`src/rtl/quad_step_decoder.sv`:
```
// ---------------------------------------------------------------------------
// quad_step_decoder
//
// Front-end for the 4-bit up/down counter. It takes the raw asynchronous
// quadrature channels A/B and produces one-cycle step pulses plus a direction
// bit. step drives the counter enable and dir drives its up_down input.
//
// Processing chain:
//   2-flop synchroniser -> per-channel glitch filter -> Gray decoder
//   -> registered outputs
//
// Parameters:
//   FILTER_CYCLES  consecutive cycles a synchronised channel must differ from
//                  its filtered value before the filtered value flips (1..15)
//
// Ports:
//   clk        system clock, rising edge
//   reset      asynchronous, active-high reset
//   quad_a     raw encoder channel A (asynchronous)
//   quad_b     raw encoder channel B (asynchronous)
//   enable     output gate; tracking continues while low
//   step       one-cycle pulse per legal quadrature transition
//   dir        1 = up (A leads B), 0 = down; holds its last value between steps
//   err        one-cycle pulse when both channels change on the same edge
//   err_count  (only with QUAD_ERR_COUNT_EN defined) saturating 8-bit count
//              of err pulses, cleared only by reset
//
// Optional feature macro: QUAD_ERR_COUNT_EN
// ---------------------------------------------------------------------------
module quad_step_decoder #(
  parameter int FILTER_CYCLES = 4
) (
  input  logic       clk,
  input  logic       reset,
  input  logic       quad_a,
  input  logic       quad_b,
  input  logic       enable,
  output logic       step,
  output logic       dir,
`ifdef QUAD_ERR_COUNT_EN
  output logic       err,
  output logic [7:0] err_count
`else
  output logic       err
`endif
);

  localparam logic [3:0] FILT_LAST = 4'(FILTER_CYCLES - 1);

  // Next {filtered, counter} for one channel. The counter only runs while the
  // synchronised value disagrees with the filtered one; reaching FILT_LAST
  // while still disagreeing commits the new value.
  function automatic logic [4:0] filter_next(input logic       synced,
                                             input logic       filt,
                                             input logic [3:0] cnt);
    logic [4:0] res;
    if (synced == filt) begin
      res = {filt, 4'd0};
    end else if (cnt == FILT_LAST) begin
      res = {synced, 4'd0};
    end else begin
      res = {filt, cnt + 4'd1};
    end
    return res;
  endfunction

  // Saturating increment for the 8-bit error counter.
  function automatic logic [7:0] sat_inc8(input logic [7:0] v);
    return (v == 8'hFF) ? v : v + 8'd1;
  endfunction

  logic       a_p0, a_p1, b_p0, b_p1;
  logic       filt_a_p2, filt_b_p2;
  logic [3:0] cnt_a_p2, cnt_b_p2;
  logic [1:0] prev_p3;
  logic [4:0] nxt_a, nxt_b;
  logic [1:0] state;
  logic       moved, double_move, single_move, up_move;

  // Stage p0/p1: two-flop synchroniser per channel
  always_ff @(posedge clk or posedge reset) begin
    if (reset) begin
      a_p0 <= 1'b0;
      a_p1 <= 1'b0;
      b_p0 <= 1'b0;
      b_p1 <= 1'b0;
    end else begin
      a_p0 <= quad_a;
      a_p1 <= a_p0;
      b_p0 <= quad_b;
      b_p1 <= b_p0;
    end
  end

  // Stage p2: independent glitch filters on the synchronised channels
  always_comb begin
    nxt_a = filter_next(a_p1, filt_a_p2, cnt_a_p2);
    nxt_b = filter_next(b_p1, filt_b_p2, cnt_b_p2);
  end

  always_ff @(posedge clk or posedge reset) begin
    if (reset) begin
      filt_a_p2 <= 1'b0;
      cnt_a_p2  <= 4'd0;
      filt_b_p2 <= 1'b0;
      cnt_b_p2  <= 4'd0;
    end else begin
      filt_a_p2 <= nxt_a[4];
      cnt_a_p2  <= nxt_a[3:0];
      filt_b_p2 <= nxt_b[4];
      cnt_b_p2  <= nxt_b[3:0];
    end
  end

  // Stage p3: Gray decode of {A,B} against the previous state.
  // In the up order (00->10->11->01->00) the new A always differs from the
  // old B; in the down order it always matches, so one XOR gives direction.
  always_comb begin
    state       = {filt_a_p2, filt_b_p2};
    moved       = (state != prev_p3);
    double_move = &(state ^ prev_p3);
    single_move = moved && !double_move;
    up_move     = state[1] ^ prev_p3[0];
  end

  // prev always follows state, so a double move resynchronises immediately.
  // dir keeps tracking while enable is low so re-enabling is seamless.
  always_ff @(posedge clk or posedge reset) begin
    if (reset) begin
      prev_p3 <= 2'b00;
      step    <= 1'b0;
      dir     <= 1'b1;
      err     <= 1'b0;
    end else begin
      prev_p3 <= state;
      step    <= enable && single_move;
      err     <= enable && double_move;
      if (single_move) begin
        dir <= up_move;
      end
    end
  end

`ifdef QUAD_ERR_COUNT_EN
  // Stage p4: error counter driven by the gated, registered err pulse
  always_ff @(posedge clk or posedge reset) begin
    if (reset) begin
      err_count <= 8'd0;
    end else if (err) begin
      err_count <= sat_inc8(err_count);
    end
  end
`endif

endmodule

```
`config.mk`:
```
export PLATFORM = sky130hd
export DESIGN_NAME = quad_step_decoder
export DESIGN_NICKNAME = d
export VERILOG_FILES = /design/src/rtl/quad_step_decoder.sv
export SDC_FILE = /design/constraint.sdc
export NUM_CORES = 1
export LEC_CHECK = 0
export CAP_MARGIN = 20
export CORE_UTILIZATION = 50
export DETAILED_ROUTE_END_ITERATION = 8
export GPL_TIMING_DRIVEN = 0
export PLACE_DENSITY = 0.72
export SLEW_MARGIN = 20
export SYNTH_ARGS = -nofsm -noshare
export SYNTH_HDL_FRONTEND = slang
export SYNTH_SLANG_ARGS = --single-unit
```
`constraint.sdc`:
```
create_clock -name clk -period 2.1 [get_ports clk]
set_input_delay 0.525 -clock clk [delete_from_list [all_inputs] [get_ports clk]]
set_output_delay 0.525 -clock clk [all_outputs]
set_load 0.005 [all_outputs]
```
* After elaboration in Yosys (flattened, before gate mapping)
Index checks and enable logic that the tools add are counted. Widths: inputs -> output; s select.
Word-level totals: bits in registers 19, latch bits 0, bits in writable memories 0, input bits 5, ROM bits 0, output and inout port bits 3, word-level logic and storage cells 34, memories kept 0
Cells by class: shifts and indexed selects 0, bitwise operators 4, add/sub/neg operators 2, $mul 0, multiplexer cells 4, order comparisons 0, reductions and logical operators 7, div/mod/pow operators 0, equal/unequal tests 5
Operators with widths (number):
- $mux 4 | 4
- $add 4x1->4 const B | 2
- $eq 4x2->1 const B | 2
- $reduce_and 2->1 | 3
- $logic_and 1x1->1 | 3
- $eq 1x1->1 | 2
- $ne 2x2->1 | 1
- $not 1->1 | 2
- $xor 2x2->2 | 1
- $logic_not 1->1 | 1
- $xor 1x1->1 | 1

* Logic depth before layout (Yosys ltp)
word-level depth 5, depth in mapped cells 4, depth with buffers taken out 4

* Worst setup path before layout
OpenSTA, ideal clock, no wires.
path kind register to register, from reg cnt_b_p2[0], to reg filt_b_p2, period minus slack after synthesis 1.166 ns, stages on the path, launching flop included 4, library setup time 0.128 ns, buffers on the path 0, data required time 1.972 ns, data arrival time 1.039 ns, slack 0.934 ns, cells stage by stage dfrtp_1 -> ha_1 -> nor3b_2 -> mux2_1
On the way: longest elaborated chain between the ends 2
RTL lines:
- start: declaration | line 74 | logic [3:0] cnt_a_p2, cnt_b_p2;
- start signal: assignment | line 111 | cnt_b_p2 <= nxt_b[3:0];
- $eq 4x2->1 | line 59 | end else if (cnt == FILT_LAST) begin
- $reduce_and 2->1 (no source line)
- end signal: assignment | line 110 | filt_b_p2 <= nxt_b[4];
- end: declaration | line 73 | logic filt_a_p2, filt_b_p2;
No other way between the ends. A chain may end at the register's enable or synchronous reset.

* Worst setup path after layout
from reg dir, to out dir
RTL lines:
- start: declaration | line 39 | output logic dir,
- start signal: assignment | line 139 | dir <= up_move;
No word-level cell between the ends.

==> metrics.md <==
| Metric | Value |
|---|---|
| Outcome | complete, no violations |
| Layout cells sized above 1 | 0.123 |
| Syn Inst Count | 54 |
| TritonCTS clock tree | done |
| Max Fanout on Critical Path | 2 |
| RR Endpoint | filt_b_p2 |
| Mean Syn Cell Area | 13.9 um2 |
| Detailed-route wire length | 977 um |
| I/O Buffers | 7 |
| Avg WL per Cell | about 12 um |
| Tmin final | around 1800 ps |
| Fin worst setup slack | 257 ps |
| Hold Vio Cnt, Final | 0 |
| RSZ-0062 raised after global routing | no |
| Layout Nets | between 70 and 80 |
| Antenna-violating nets left | 0 |
| Slowest CP cell | dfstp_2 |
| # rows | 13 |
| Slew Viols, Final | 0 |
| Vias | around 420 |
| CTS max path bufs | 2 |
| # fillers | approximately 110 |
| Hold Crit Start | a_p0 |
| Clk root buf | clkbuf_4 |
| YS warnings | 0 |
| DRT iter0 DRCs | 4 |
| Endpoints failing setup | 0 |
| Layout Cells excl Fill | 80 |
| DP HPWL | slightly below 700 um |
| Hold WS | between 300 and 400 ps |
| Total core area | 1350 um2 |
| Total global-route track usage | 0.144 |
| Most common cell after layout, fill and taps aside | dfrtp_1 |
| 1st-pass router iterations | 2 |
| Worst EP required | roughly 1600 ps |
| Leak | 0.384 nW |
| Worst slack, placed | between 500 and 600 ps |
| Die area | approximately 1700 um2 |
| P per Cell Area | 1220 nW/um2 |
| Setup TNS Final | 0 ps |
| Largest net degree at the start of global routing | 20 |
| Post-synthesis sequential area ratio | 0.635 |
| Post-CTS Hold Buffers | 0 |
| Height of the die | between 40 and 50 um |
| I/O pin count | 8 |
| # diodes | 0 |
| CP Launch Type | flip-flop |
| Maximum vdd ir drop | ~0.57 mV |
| Crit share post-route | 0.877 |
| Commonest non-fill, non-tap cells in the layout | 18 x dfrtp_1, 7 x clkdlybuf4s50_1, 5 x a21oi_1 |
| Worst Setup End Kind | output pin |
| Die X | between 40 and 50 um |
| #FFs+latches synth | 19 |
| Unique masters post-synth | 19 |
| H-tree Lvls | 1 |
| Mapped Nets | 62 |
| Num CTS Buffers | 3 |
| Initial Util | 0.556 |
| Post-CTS sizing | 0 |
| GP Congestion | 0.629 |
| Worst path cell trace | clkdlybuf4s50_1 |
| Post-Syn Area | between 700 and 800 um2 |
| Worst Tran Pin Value | just under 700 ps |
| Cell family with the largest share of critical-path delay | flip-flops |
| R2R Setup Slk | around 850 ps |
| # placed instances | between 70 and 80 |
| Number of global-route vias before repair | between 300 and 400 |
| Hold Crit Endpoint | a_p1 |
| Post-DR vias/cell | between 5 and 6 |
| First-pass GRT wire length | 1440 um |
| Area delta synth->final | 15.5% |
| Overflow after GRT | 0 |
| Post-CTS setup buffers | 0 |
| Critical path class | reg -> out |
| Worst-case reg-to-reg path depth | 3 |
| WP buf/inv | 1 |
| Max Cap Viol | 0 |
| Crit-path max cell delay | ~540 ps |
| Hold Path Class | reg -> reg |
| Reg-to-Reg Start | cnt_b_p2[0] |
| WP data arrival | around 1300 ps |
| Clock skew | ~3.3 ps |
| F_max | roughly 0.54 GHz |
| Worst slew margin | 0.540 |
| Clk_lat worst skew | about 290 ps |
| WHS Path Cells | 0 |
| Antenna violations before repair | 0 |
| Clock sinks | 19 |
| Clk slew on worst S/H paths | 100 ps |
| DRC errors left | 0 |
## final cells by class
type,count,area (um2),share of cell area
Clock buffer,3,22.5,0.0260
Tap cell,15,18.8,0.0216
Sequential cell,19,477,0.550
Multi-Input combinational cell,34,270,0.312
Inverter,1,3.75,0.00433
Timing Repair Buffer,7,70.1,0.0808
Clock inverter,1,5.00,0.00577
## worst max-delay path by stage
stage                     cells after the start  slack, ps        end   startpoint
after floorplan                               3        930  filt_b_p2  cnt_b_p2[0]
final                                         1        260        dir          dir
after global placement                        1        580        dir          dir
after global routing                          1        210        dir          dir
after detailed placement                      1        580        dir          dir
after CTS                                     1        230        dir          dir
## through the flow
stage               instance area, um2   util  power [mW]
finish                             867  0.642        1.06
global route                       867  0.642        1.15
CTS                                867  0.642        1.08
detailed placement                 840  0.622       0.898
global placement                   840  0.622       0.888
floorplan                          751      -       0.784
## state kept, by name (all words and copies together), names as in the netlist
register,cells
step,1
b_p1,1
filt_b_p2,1
cnt_a_p2,4
cnt_b_p2,4
a_p1,1
a_p0,1
filt_a_p2,1
dir,1
b_p0,1
err,1
prev_p3,2
## cell families (layout without fill, tap and decap cells)
kind of cell,after synthesis,count (layout),share of synthesized area
xor gates and xnor gates,5,5,0.0583
muxes,2,2,0.0300
AOI/OAI and AO/OA,7,7,0.0550
and+or+nand+nor,17,17,0.167
buffers and inverters,1,12,0.00500
adders and majority gates,3,3,0.0500
DFF,19,19,0.635
## cell usage after synthesis
cell       number  share of area
mux2_1          2          0.030
and2_1          2          0.017
nor4_2          1          0.017
ha_1            3          0.050
nor2_1          2          0.010
xnor2_1         3          0.035
dfrtp_1        18           0.60
a21oi_1         5          0.033
nor3_1          2          0.013
nor3b_2         2          0.033
nand2b_1        2          0.017
a2111oi_1       1          0.013
dfstp_2         1          0.035
nand3b_1        2          0.020
and4_1          2          0.023
o22ai_1         1         0.0083
nor2b_1         2          0.017
inv_1           1         0.0050
xor2_1          2          0.023
## per-layer routing
| metal | global-route usage | share of wire | vias to the layer above | wire, um |
|---|---|---|---|---|
| li1 | - | - | 213 | - |
| met1 | 0.184 | 0.50 | 198 | 485 |
| met2 | 0.190 | 0.46 | 6 | 449 |
| met3 | 0.0489 | 0.027 | 2 | 26 |
| met4 | 0.125 | 0.016 | 0 | 16 |
| met5 | 0 | 0 | - | 0 |
## where the power goes
| part | leakage, nW | total (mW) | switching (mW) | internal, mW |
|---|---|---|---|---|
| Sequential | 0.239 | 0.557 | 0.0798 | 0.477 |
| Combinational | 0.127 | 0.324 | 0.136 | 0.189 |
| Clock | 0.0177 | 0.178 | 0.107 | 0.0708 |
| Total | 0.384 | 1.06 | 0.322 | 0.737 |
Note: power is estimated with default switching activity, not from simulation.
